<file path="src/rtl/uart_pkg.sv">
// rtl/uart_pkg.sv - shared constants and FSM encoding for the UART transmit buffer
package uart_pkg;

    localparam int DEF_DATA_WIDTH = 8;
    localparam int DEF_ADDR_WIDTH = 4;
    localparam int STATS_WIDTH    = 8;

    typedef enum logic {
        S_IDLE = 1'b0,
        S_WAIT = 1'b1
    } tx_state_t;

endpackage

</file>
<file path="src/rtl/uart_sync_fifo.sv">
// rtl/uart_sync_fifo.sv - single-clock byte FIFO with registered read data and occupancy flags
module uart_sync_fifo #(
    parameter int DATA_WIDTH = 8,
    parameter int ADDR_WIDTH = 4
) (
    input  logic                  clk,
    input  logic                  rst_n,
    input  logic                  wr_en,
    input  logic [DATA_WIDTH-1:0] wr_data,
    input  logic                  rd_en,
    output logic [DATA_WIDTH-1:0] rd_data,
    output logic                  full,
    output logic                  empty,
    output logic [ADDR_WIDTH:0]   level
);

    localparam int DEPTH = 1 << ADDR_WIDTH;

    logic [DATA_WIDTH-1:0] mem [DEPTH];
    logic [ADDR_WIDTH:0]   wr_ptr;
    logic [ADDR_WIDTH:0]   rd_ptr;
    logic                  do_wr;
    logic                  do_rd;

    // Writes use the current full flag, so a write while full is dropped even
    // if a read frees a slot on the same edge.
    assign do_wr = wr_en && !full;
    assign do_rd = rd_en && !empty;

    always_ff @(posedge clk) begin
        if (do_wr) begin
            mem[wr_ptr[ADDR_WIDTH-1:0]] <= wr_data;
        end
    end

    always_ff @(posedge clk or negedge rst_n) begin
        if (!rst_n) begin
            wr_ptr  <= '0;
            rd_ptr  <= '0;
            rd_data <= '0;
        end else begin
            if (do_wr) begin
                wr_ptr <= wr_ptr + (ADDR_WIDTH+1)'(1);
            end
            if (do_rd) begin
                rd_data <= mem[rd_ptr[ADDR_WIDTH-1:0]];
                rd_ptr  <= rd_ptr + (ADDR_WIDTH+1)'(1);
            end
        end
    end

    // Extra pointer MSB tells a full ring apart from an empty one.
    assign full  = (wr_ptr[ADDR_WIDTH] != rd_ptr[ADDR_WIDTH]) &&
                   (wr_ptr[ADDR_WIDTH-1:0] == rd_ptr[ADDR_WIDTH-1:0]);
    assign empty = (wr_ptr == rd_ptr);
    assign level = wr_ptr - rd_ptr;

endmodule

</file>
<file path="src/rtl/uart_tx_buffer.sv">
// rtl/uart_tx_buffer.sv - byte queue and issue sequencer ahead of the UART serializer; optional UART_TX_BUF_STATS_EN adds a drop counter
module uart_tx_buffer
    import uart_pkg::*;
#(
    parameter int DATA_WIDTH = DEF_DATA_WIDTH,
    parameter int ADDR_WIDTH = DEF_ADDR_WIDTH
) (
    input  logic                   clk,
    input  logic                   rst_n,
    input  logic                   wr_en,
    input  logic [DATA_WIDTH-1:0]  wr_data,
    output logic                   full,
    output logic                   empty,
    output logic [ADDR_WIDTH:0]    level,
    output logic                   tx_start,
    output logic [DATA_WIDTH-1:0]  tx_data,
    input  logic                   tx_done,
`ifdef UART_TX_BUF_STATS_EN
    output logic [STATS_WIDTH-1:0] overflow_cnt,
    input  logic                   clr_stats,
`endif
    output logic                   busy
);

    tx_state_t state;
    tx_state_t state_nxt;
    logic      pop;

    uart_sync_fifo #(
        .DATA_WIDTH (DATA_WIDTH),
        .ADDR_WIDTH (ADDR_WIDTH)
    ) u_fifo (
        .clk     (clk),
        .rst_n   (rst_n),
        .wr_en   (wr_en),
        .wr_data (wr_data),
        .rd_en   (pop),
        .rd_data (tx_data),
        .full    (full),
        .empty   (empty),
        .level   (level)
    );

    always_ff @(posedge clk or negedge rst_n) begin
        if (!rst_n) begin
            state    <= S_IDLE;
            tx_start <= 1'b0;
        end else begin
            state    <= state_nxt;
            tx_start <= pop;
        end
    end

    // A tx_done coinciding with our own tx_start cannot belong to that character.
    always_comb begin
        state_nxt = state;
        pop       = 1'b0;
        case (state)
            S_IDLE: begin
                if (!empty) begin
                    pop       = 1'b1;
                    state_nxt = S_WAIT;
                end
            end
            S_WAIT: begin
                if (tx_done && !tx_start) begin
                    if (!empty) begin
                        pop = 1'b1;
                    end else begin
                        state_nxt = S_IDLE;
                    end
                end
            end
            default: state_nxt = S_IDLE;
        endcase
    end

    assign busy = (state == S_WAIT);

`ifdef UART_TX_BUF_STATS_EN
    always_ff @(posedge clk or negedge rst_n) begin
        if (!rst_n) begin
            overflow_cnt <= '0;
        end else if (clr_stats) begin
            overflow_cnt <= '0;
        end else if (wr_en && full && (overflow_cnt != {STATS_WIDTH{1'b1}})) begin
            overflow_cnt <= overflow_cnt + STATS_WIDTH'(1);
        end
    end
`endif

endmodule

</file>
<file path="config.mk">
export PLATFORM = sky130hd
export DESIGN_NAME = uart_tx_buffer
export DESIGN_NICKNAME = d
export VERILOG_FILES = /design/src/rtl/uart_pkg.sv /design/src/rtl/uart_sync_fifo.sv /design/src/rtl/uart_tx_buffer.sv
export SDC_FILE = /design/constraint.sdc
export NUM_CORES = 1
export LEC_CHECK = 0
export ABC_CLOCK_PERIOD_IN_PS = 4400
export CAP_MARGIN = 20
export CORE_ASPECT_RATIO = 1.4
export CORE_MARGIN = 4
export CORE_UTILIZATION = 45
export DETAILED_ROUTE_END_ITERATION = 7
export PLACE_DENSITY = 0.63
export SKIP_CTS_REPAIR_TIMING = 1
export SYNTH_ARGS = -nofsm -noshare
export SYNTH_HDL_FRONTEND = slang
export SYNTH_SLANG_ARGS = --single-unit
</file>
<file path="constraint.sdc">
create_clock -name clk -period 4.4 [get_ports clk]
set_input_delay 0.88 -clock clk [delete_from_list [all_inputs] [get_ports clk]]
set_output_delay 0.88 -clock clk [all_outputs]
set_load 0.01 [all_outputs]
</file>
==> metrics.md <==
| Metric | Value |
|---|---|
| Sequential area share after synthesis | `72.73%` |
| Hold WS | `0.5068 ns` |
| Async set or reset register ratio after synthesis | `13.51%` |
| Area Growth Syn to Fin | `19.10%` |
| Final hold viol count | `0` |
| Placement Setup Slack | `between 1 and 1.5 ns` |
| Syn nets | `341` |
| Drt drc | `0` |
| Die Wd | `105.4 um` |
| Max_cap viols | `0` |
| Crit Path Category | `register to output port` |
| Required @ worst endpoint | `3.52 ns` |
| First-pass GRT wire length | `roughly 19,000 um` |
| Dpl cells | `roughly 520` |
| Yosys top cell area share | `64.35%` |
| RSZ-0062 raised after global routing | `no` |
| Total power | `5.186 mW` |
| Synthesized flop and latch total | `148` |
| # nets final | `381` |
| Total GRT Usage | `17.43%` |
| Row cnt | `just under 50` |
| Critical path data arrival time | `2.67 ns` |
| Grt met2 use | `29.97%` |
| Period utilization | `80.66%` |
| Drt via density | `5.351` |
| Initial Utilization | `46.17%` |
| Element type at the critical path end | `output port` |
| Clock sink count | `148` |
| Initial DRC Count | `193` |
| Worst slew pin tran | `0.9484 ns` |
| Post-route setup slack | `0.8511 ns` |
| Synth top cells by count | `128 x edfxtp_1, 31 x mux4_2, 29 x nor2_1` |
| Top-level I/O count | `29` |
| Max-slew violations | `0` |
| Netlist cell types | `28` |
| Pleak | `2.450 nW` |
| DRT Pass-1 Iters | `4` |
| Fmax | `approximately 0.28 GHz` |
| Syn avg cell area | `18.72 um^2` |
| Cell Count, Final, Fillers Out | `550` |
| Clk_lat worst skew | `about 0.41 ns` |
| Startpoint types | `register` |
| Total global routing overflow | `0` |
| Area contributors post-synth | `edfxtp_1 64%, mux4_2 12%, dfrtp_1 8.4%` |
| Yosys top cell by area | `edfxtp_1` |
| Status | `complete, no violations` |
| Final HPWL DP | `7893 um` |
| Clock Skew | `around 0.0071 ns` |
| Top Usage Layer GRT | `met2` |
| Core ar. | `0.01294 mm^2` |
| Most instantiated library cell after synthesis | `edfxtp_1` |
| Routability cong. | `0.8465` |
| Post-synthesis instance total | `319` |
| Diodes inserted | `0` |
| Syn Std Cell Area | `between 0.005 and 0.006 mm^2` |
| TNS Setup | `0 ns` |
| Number of global-route vias before repair | `3,126` |
| Final setup fails | `0` |
| GRT met1 Usage | `a little over a fifth` |
| Clock-pin slew on the worst setup and hold paths | `0.06 ns` |
| Pwr dens | `~730 mW/mm^2` |
| Post-synth EDFFs | `128` |
| Main flop type after synthesis | `edfxtp_1` |
| Die ar. | `0.01521 mm^2` |
| Die Height | `roughly 140 um` |
| Final Core Density | `55.00%` |
| Worst Hold Class | `register to register` |
| Max_slew headroom | `between 30% and 40%` |
| Largest net degree at the start of global routing | `36` |
| CTS root buffer | `clkbuf_16` |
| Worst Path Max Fanout | `12` |
| Fin crit period | `3.549 ns` |
| Vias | `2,943` |
| Worst vdd ir | `0.4914 mV` |
| Post-DRT Antenna Nets | `0` |
| Port-buffer cells | `28` |
| H-tree depth | `4` |
| Met3 Use GR | `~3.7%` |
| YS warnings | `0` |
| Initial antenna violation count | `0` |
| Post-DR wirelength/cell | `approximately 22 um` |
| Layout cells sized above 1 | `19.35%` |
| Final Instance Area | `0.007114 mm^2` |
| Post-Route WL | `12,020 um` |
| Clock buffer depth | `2` |
| TritonCTS buffer count | `17` |
| Area after DPL | `0.006430 mm^2` |
| CTS tree | `yes` |
-- cell families (layout without fill, tap and decap cells) --
group | count (synthesis) | count (layout) | synth area share (%)
simple gates | 51 | 51 | 3.624
compound gates | 32 | 32 | 3.687
mux | 40 | 40 | 13.47
buf+inv | 25 | 78 | 2.367
flops | 148 | 148 | 72.73
fa+ha+maj | 10 | 10 | 2.220
xor+xnor | 13 | 13 | 1.906
-- worst max-delay path, stage by stage (launching register included) --
cell             delay (ns)
dfrtp_1                0.59
inv_1                  0.23
ha_1                   0.40
a21o_1                 0.20
a21oi_1                0.17
xnor2_1                0.13
clkdlybuf4s50_1        0.55
-- per-layer routing --
metal / vias to the layer above / wire (um)
li1: 1325 / -
met1: 1526 / 4846
met2: 78 / 6374
met3: 14 / 539
met4: 0 / 261
met5: - / 0
-- report_power, final --
| group | total (mW) | internal [mW] | switching, mW |
|---|---|---|---|
| sequential | 1.88 | 1.74 | 0.133 |
| clock | 1.65 | 1.12 | 0.534 |
| combinational | 1.66 | 0.807 | 0.851 |
-- cells in the final DEF (no fill, tap or decap) --
master	count
a22o_1	8
a21oi_1	10
clkbuf_16	17
inv_1	8
mux2i_1	8
fa_1	1
mux4_2	31
o2bb2ai_4	1
clkbuf_1	1
xnor2_1	12
inv_2	3
o21ai_0	8
edfxtp_1	128
nor3_1	4
ha_1	9
clkinv_2	1
nand2b_1	3
clkinv_1	2
inv_6	2
nand2_1	10
a21o_1	2
nand4_1	5
xor2_1	1
mux4_1	1
o21ai_1	2
nor2_1	29
dfrtp_2	1
o21a_1	1
clkinvlp_4	2
clkdlybuf4s50_1	28
dfrtp_1	19
buf_4	7
bufinv_16	7
-- final cells by class --
type,instances,area (um^2)
clock inverters,14,255.2
multi-input cells,146,1488
well taps,178,222.7
repair buffers,35,332.8
inverters,11,41.29
fillers,999,5822
clock buffers,18,429.2
flip-flops and latches,148,4345
-- path summary, 6_finish.rpt --
check                           depth (start not counted)  slack (ns)                 to         startpoint
worst min-delay path                                    1        0.51  u_fifo.rd_data[2]  u_fifo.rd_data[2]
worst max register to register                          6        1.30  u_fifo.mem[10][6]   u_fifo.rd_ptr[2]
worst min register to register                          1        0.51  u_fifo.rd_data[2]  u_fifo.rd_data[2]
min in group asynchronous                               1        1.01   u_fifo.rd_ptr[1]              rst_n
max in group asynchronous                               1        2.76   u_fifo.rd_ptr[0]              rst_n
worst max-delay path                                    6        0.85           level[4]   u_fifo.rd_ptr[2]
-- state kept, by name (all words and copies together) (netlist names) --
name,cells
busy,1
tx_start,1
u_fifo.mem,128
u_fifo.rd_ptr,5
u_fifo.wr_ptr,5
u_fifo.rd_data,8
Power figures use the tool's default switching activity.
